### src/rtl/addmop_seq_ctrl.sv
// addmop_seq_ctrl: time-multiplexed multi-operand reduction over a shared adder datapath
package lau_pkg;
  typedef enum logic {SLOW, FAST} speed_e;
endpackage

module addmop_dp #(
  parameter int width = 8,
  parameter int depth = 4,
  parameter lau_pkg::speed_e speed = lau_pkg::FAST
) (
  input  logic [depth*width-1:0] i_op,
  output logic [width-1:0]       o_sum
);
  if (speed == lau_pkg::FAST) begin : g_csa
    logic [width-1:0] w_s, w_c, w_t;
    always_comb begin
      w_s = i_op[width-1:0];
      w_c = '0;
      w_t = '0;
      for (int i = 1; i < depth; i++) begin
        w_t = w_s ^ w_c ^ i_op[i*width +: width];
        w_c = ((w_s & w_c) | (w_s & i_op[i*width +: width]) | (w_c & i_op[i*width +: width])) << 1;
        w_s = w_t;
      end
      o_sum = w_s + w_c;
    end
  end else begin : g_rca
    always_comb begin
      o_sum = '0;
      for (int i = 0; i < depth; i++) o_sum = o_sum + i_op[i*width +: width];
    end
  end
endmodule

module addmop_seq_ctrl #(
  parameter int width = 8,
  parameter int depth = 4,
  parameter lau_pkg::speed_e speed = lau_pkg::FAST,
  parameter int cnt_width = 8
) (
  input  logic                       clk_i,
  input  logic                       rst_ni,
  input  logic                       cmd_valid_i,
  output logic                       cmd_ready_o,
  input  logic [cnt_width-1:0]       cmd_num_i,
  input  logic                       op_valid_i,
  output logic                       op_ready_o,
  input  logic [(depth-1)*width-1:0] op_i,
  output logic                       res_valid_o,
  input  logic                       res_ready_i,
  output logic [width-1:0]           res_o,
  output logic                       busy_o
);
  localparam int L = depth - 1;
  localparam logic [cnt_width:0] LW = (cnt_width+1)'(L);
  typedef enum logic [1:0] {IDLE, ACCUM, DONE} state_e;
  state_e r_state, w_next;
  logic [width-1:0] r_acc, r_res, w_sum;
  logic [cnt_width-1:0] r_rem;
  logic [depth*width-1:0] w_ops;
  logic w_cmd_fire, w_op_fire, w_last;
  assign w_cmd_fire = cmd_valid_i && cmd_ready_o;
  assign w_op_fire = op_valid_i && op_ready_o;
  assign w_last = {1'b0, r_rem} <= LW;
  assign res_o = r_res;
  // lanes past the remaining count are zeroed so stale beat data never reaches the sum
  always_comb begin
    w_ops = '0;
    w_ops[width-1:0] = r_acc;
    for (int k = 0; k < L; k++)
      w_ops[(k+1)*width +: width] = ((cnt_width+1)'(k) < {1'b0, r_rem}) ? op_i[k*width +: width] : '0;
  end
  addmop_dp #(.width(width), .depth(depth), .speed(speed)) u_dp (.i_op(w_ops), .o_sum(w_sum));
  always_ff @(posedge clk_i or negedge rst_ni)
    if (!rst_ni) r_state <= IDLE;
    else r_state <= w_next;
  always_comb begin
    cmd_ready_o = r_state == IDLE;
    op_ready_o = r_state == ACCUM;
    res_valid_o = r_state == DONE;
    busy_o = r_state != IDLE;
    w_next = r_state;
    if (w_cmd_fire) w_next = (cmd_num_i == '0) ? DONE : ACCUM;
    if (w_op_fire && w_last) w_next = DONE;
    if (res_valid_o && res_ready_i) w_next = IDLE;
  end
  // the result register is loaded only when entering DONE, so it holds across the next job
  always_ff @(posedge clk_i or negedge rst_ni)
    if (!rst_ni) begin
      r_acc <= '0;
      r_rem <= '0;
      r_res <= '0;
    end else if (w_cmd_fire) begin
      r_acc <= '0;
      r_rem <= cmd_num_i;
      if (cmd_num_i == '0) r_res <= '0;
    end else if (w_op_fire) begin
      r_acc <= w_sum;
      r_rem <= w_last ? '0 : r_rem - LW[cnt_width-1:0];
      if (w_last) r_res <= w_sum;
    end
endmodule

### config.mk
export PLATFORM = sky130hd
export DESIGN_NAME = addmop_seq_ctrl
export DESIGN_NICKNAME = d
export VERILOG_FILES = /design/src/rtl/addmop_seq_ctrl.sv
export SDC_FILE = /design/constraint.sdc
export NUM_CORES = 1
export LEC_CHECK = 0
export CAP_MARGIN = 20
export CELL_PAD_IN_SITES_DETAIL_PLACEMENT = 0
export CELL_PAD_IN_SITES_GLOBAL_PLACEMENT = 1
export CORE_ASPECT_RATIO = 0.5
export CORE_MARGIN = 2
export CORE_UTILIZATION = 40
export CTS_CLUSTER_DIAMETER = 100
export DETAILED_ROUTE_END_ITERATION = 16
export GPL_TIMING_DRIVEN = 0
export PLACE_DENSITY_LB_ADDON = 0.1
export SYNTH_ARGS = -nofsm -noshare
export SYNTH_HDL_FRONTEND = slang
export SYNTH_SLANG_ARGS = --single-unit
### constraint.sdc
create_clock -name clk_i -period 12.9 [get_ports clk_i]
set_clock_uncertainty 0.2 [all_clocks]
set_input_delay 1.935 -clock clk_i [delete_from_list [all_inputs] [get_ports clk_i]]
set_output_delay 1.935 -clock clk_i [all_outputs]
set_load 0.02 [all_outputs]
Word-level counts from Yosys, hierarchy flattened. Index checks and enable logic that the tools add are counted.

$add $sub $neg: 2. $mul: 0. Div/mod/pow operators: 0. Magnitude comparators: 4. Eq/ne operators: 3. Shift operators: 0. Mux-type cells: 16. Bitwise logic cells: 16. Reduce and logical (&&, ||, !) cells: 11.

Operators by type and width (number): $mux W8 (12); $and A7 B7 Y7 (7); $xor A8 B8 Y8 (5); $or A7 B7 Y7 (4); $lt A1 B8 Y1 const A (2); $add A8 B8 Y8 (1); $le A8 B2 Y1 const B (1); $logic_not A8 Y1 (1); $lt A2 B8 Y1 const A (1); $mux W2 (4); $sub A8 B2 Y8 const B (1); $reduce_bool A2 Y1 (3); $logic_and A1 B1 Y1 (4); $reduce_and A3 Y1 (1); $reduce_bool A3 Y1 (1); $eq A2 B1 Y1 const B (1); $eq A2 B2 Y1 const B (1); $logic_not A2 Y1 (1); $ne A2 B1 Y1 const B (1).

Bits in registers: 26. Bits in latches: 0. RAM bits: 0. Memory bits (read-only): 0. Input bits: 37. Output and inout port bits: 12. Logic and storage cells: 56. Memories: 0.

Longest topological paths before layout.
Depth in word-level cells: 13. Mapped depth: 18. Mapped depth without buffers: 18.

Modules after synthesis. Synthesis repeated with hierarchy kept, for this count alone.

Cell total of the unflattened synthesis: 245. Area, all modules: 2198.4 um^2.

Modules (own cells, without submodules): addmop_seq_ctrl (instances 1, cells an instance 163, area an instance 1466.4 um^2, seq. area each 650.6 um^2); addmop_dp (instances 1, cells an instance 82, area an instance 732.0 um^2, seq. area each 0.0 um^2).

Least setup slack after synthesis. Ideal clock, no wire load.

Path type: input port to flip-flop. Start point: input op_i[1]. End point: register r_res[7], in the netlist res_o[7]. Library setup time: 0.121 ns. Data arrival time: 4.778 ns. Data required time: 12.579 ns. Slack: 7.801 ns. Stages: 15. Buffers on the path: 0. Cells stage by stage: and2_1 ha_1 inv_1 fa_1 fa_1 inv_1 ha_1 inv_1 fa_1 nor2b_1 o21ai_0 a21bo_2 a21oi_1 xnor2_1 a22o_1.

Cells in the longest elaborated chain, start to end: 12. Elaborated cells between the ends (all ways): 21. Classes of those cells: add/sub (1); mux (4); bitwise (16).

RTL lines: from (decl) (line 48) `input logic [(depth-1)*width-1:0] op_i,`; $mux W8 * (line 71) `w_ops[(k+1)*width +: width] = ((cnt_width+1)'(k) < {1'b0, r_rem}) ? op_i[k*width +: width] : '0;`; $xor A8 B8 Y8 or $and A7 B7 Y7 (tied branches) (line 21, 22); $and A7 B7 Y7 (line 22) `w_c = ((w_s & w_c) | (w_s & i_op[i*width +: width]) | (w_c & i_op[i*width +: width])) << 1;`; $or A7 B7 Y7 (2 in series) (line 22); $and A7 B7 Y7 (line 22); $or A7 B7 Y7 (2 in series) (line 22); $add A8 B8 Y8 * (line 25) `o_sum = w_s + w_c;`; $mux W8 * (line 100) `if (w_last) r_res <= w_sum;`; $mux W8 * (line 97) `end else if (w_op_fire) begin`; $mux W8 * (line 93) `end else if (w_cmd_fire) begin`; to (signal assigned) (line 100); to (decl) (line 58) `logic [width-1:0] r_acc, r_res, w_sum;`.

Mark *: on every way between the ends. The rest lies on a longest branch, timed or not. The select of a mux whose other input is x is not followed. A chain may end at the register's enable or synchronous reset.

Worst setup path in the final report. Ends and elaborated chain as after synthesis.

==> results by group <==
Pwr
  • Power Density: 310 nW/µm²
  • Net Sw Power: 409 µW
  • Peak supply drop: 0.000119 V
  • Sequential power share: 0.181
  • Int Pwr: 441 µW
  • Combinational share of power: 0.764
  • Power share of the clock group: 0.055
  • Switching part of the total power: 0.481
  • Pleak: 0.00123 µW

Timing
  • Slew margin rel.: 0.592
  • Setup tns final: 0 ns
  • Final Hold Viols: 0
  • Max frequency: 0.184 GHz
  • Slew @ Worst Pin: 0.610 ns
  • Worst setup margin: 7.45 ns
  • RSZ-0062 raised after global routing: false
  • Final min period: 5.45 ns
  • Final setup violating endpoints: 0
  • Max-slew violation count: 0
  • Final Cycle Share: 0.422

Global routing
  • Total track usage: 0.167
  • M2 GR Usage: 0.280
  • Grt ovf: 0
  • M3 GR Usage: 0.0342
  • Vias in the first global route: 1710
  • First-pass GRT wire length: 7.96 mm
  • Initial antenna violation count: 0
  • M1 GR Usage: 0.231
  • Largest net degree at the start of global routing: 21
  • GR peak layer: met2

Worst setup path
  • Reg2Reg Launch Point: r_rem[3]
  • Startpoint types: input pin
  • Crit Path Category: input pin to register
  • Worst Setup End Kind: register
  • Crit path DAT: 5.42 ns
  • Crit path required time: 12.87 ns
  • Worst setup path start: op_i[1]
  • Crit-path max FO: 2

Finish
  • Area Growth Syn to Fin: 30.3%
  • Commonest non-fill, non-tap cell in the layout: clkdlybuf4s50_1
  • Multi-input gate area: 1300 µm²
  • Most frequent cells in the layout: clkdlybuf4s50_1, inv_1, nand2_1
  • Share of layout cells above drive strength 1: 0.0448
  • Nets@finish: 359
  • Layout Cells excl Fill: 360
  • Layout filler cell count: 495
  • Final instance area: 2740 µm²
  • Ant diodes: 0
  • Register area: 651 µm²

Clock tree
  • CTS buffer count: 3
  • Clock transition at path regs: 0.09 ns
  • Worst skew pair latency: 0.27 ns
  • Post-CTS Setup Repair Bufs: 0
  • Number of H-tree levels: 1
  • Post-cts hold buffer count: 0
  • Clk sinks: 26
  • CTS Buffer Depth: 2
  • Post-cts resize count: 0
  • CTS Root Buffer Type: clkbuf_8
  • CTS tree: built

Route
  • DRC viols: 0
  • DR vias: 1794
  • DR WL/cell: 13.3 µm
  • Post-Route WL: 4.79 mm
  • Vias per cell: 4.98
  • Iteration-0 DRC Markers: 28
  • Post-route ant nets: 0
  • Number of detailed-route iterations in the first pass: 4

Die
  • DIE HEIGHT: 55.3 µm
  • Core area: 5000 µm²
  • Initial Utilization: 0.420
  • Die area: 5890 µm²
  • Row count: 18
  • Top Ports: 49
  • Die Wd: 107 µm

Synthesis
  • Mapped Avg Cell Area: 8.83 µm²
  • Synthesized net count: 305
  • Unique masters post-synth: 39
  • Register area share after synthesis: 0.310
  • Synth Warn #: 0
  • Post-synthesis cell area: 2100 µm²
  • Flop and latch count out of synthesis: 26
  • Syn Inst Count: 238

Placed design
  • Placement Cell Area: 2700 µm²
  • Post-DP HPWL: 4.01 mm
  • Dpl cells: 357
  • Placement Setup Slack: 7.14 ns
  • PortBufs: 48
  • Final Wtd Congestion: 0.830

Status
  • Outcome: complete, no violations

Min path
  • Hold Crit Start: res_o[0]
  • Worst hold path type: register to register

Flow run
  • Max-cap violations: 0
-- stage by stage --
stage	util	power (µW)	hold slack, ns
floorplan	-	649	0.280
global placement	0.534	804	0.253
detailed placement	0.540	813	0.263
CTS	0.548	865	0.283
global route	0.548	960	0.309
finish	0.548	850	0.280
-- cell type report --
cell class              count  share of cell area
repair buffers             49               0.185
plain buffers               5             0.00731
clock buffers               3              0.0151
multi-input cells         173               0.476
flip-flops and latches     26               0.238
well taps                  70              0.0320
inverters                  34              0.0466
-- state kept, by name, summed over array words and instances (netlist names) --
register	cells
r_acc	8
r_rem	8
r_state	2
res_o	8
-- worst max-delay path: stages --
cell and delay [ns]:
clkdlybuf4s50_1 0.40, and2_1 0.14, ha_1 0.26, inv_1 0.05
fa_1 0.51, fa_1 0.49, inv_1 0.07, ha_1 0.15
inv_1 0.05, fa_1 0.40, nor2b_1 0.12, o21ai_0 0.11
a21bo_2 0.24, a21oi_1 0.17, xnor2_1 0.12, a22o_1 0.18
-- power by group through the flow --
stage                     clock network [µW]  logic [µW]  registers [µW]
final                                   46.9         650             154
after global routing                    51.7         749             159
after CTS                               47.2         665             154
after detailed placement                   0         658             155
after global placement                     0         651             152
after floorplan                            0         491             158
-- path summary, 6_finish.rpt --
kind | endpoint | slack, ns | cells after the start
worst max-delay path | res_o[7] | 7.45 | 16
worst min-delay path | res_o[0] | 0.28 | 2
worst max register to register | res_o[7] | 8.09 | 17
worst min register to register | res_o[0] | 0.28 | 2
max in group asynchronous | res_o[6] | 10.30 | 2
min in group asynchronous | r_state[1] | 1.76 | 1
-- kinds of logic after synthesis --
logic type,Yosys count,share of synthesized area
buffers and inverters,39,0.0702
AND/OR/NAND/NOR,87,0.200
XOR/XNOR,9,0.0375
flip-flops,26,0.310
AO/OA/AOI/OAI,47,0.158
adder cells (fa/ha/maj),30,0.225
-- synth_stat cells (all sizes together) --
| master | number | share of area |
|---|---|---|
| inv | 34 | 0.061 |
| xnor2 | 8 | 0.033 |
| nor3b | 2 | 0.0071 |
| a22oi | 1 | 0.0036 |
| nor2b | 3 | 0.0089 |
| a31oi | 3 | 0.0089 |
| and3 | 1 | 0.0030 |
| buf | 1 | 0.0024 |
| nor2 | 17 | 0.032 |
| nand3 | 5 | 0.012 |
| nand2 | 33 | 0.059 |
| o21ai | 11 | 0.026 |
| nor4 | 3 | 0.0089 |
| a21o | 1 | 0.0036 |
| o311ai | 3 | 0.016 |
| o21a | 3 | 0.011 |
| fa | 13 | 0.12 |
| nor3 | 6 | 0.014 |
| a21boi | 1 | 0.0036 |
| dfrtp | 26 | 0.31 |
| a221o | 3 | 0.015 |
| a21bo | 1 | 0.0048 |
| or4 | 1 | 0.0054 |
| o221ai | 2 | 0.011 |
| xor2 | 1 | 0.0042 |
| a21oi | 11 | 0.026 |
| ha | 17 | 0.10 |
| and2 | 13 | 0.039 |
| or3 | 2 | 0.0083 |
| a22o | 5 | 0.021 |
| clkbuf | 4 | 0.0071 |
| o31ai | 2 | 0.0071 |
| or2 | 1 | 0.0030 |
-- layer usage --
metal	share of wire	up-vias
li1	-	898
met1	0.48	861
met2	0.47	33
met3	0.050	2
met4	0.0019	0
met5	0	-
Power figures use the tool's default switching activity.
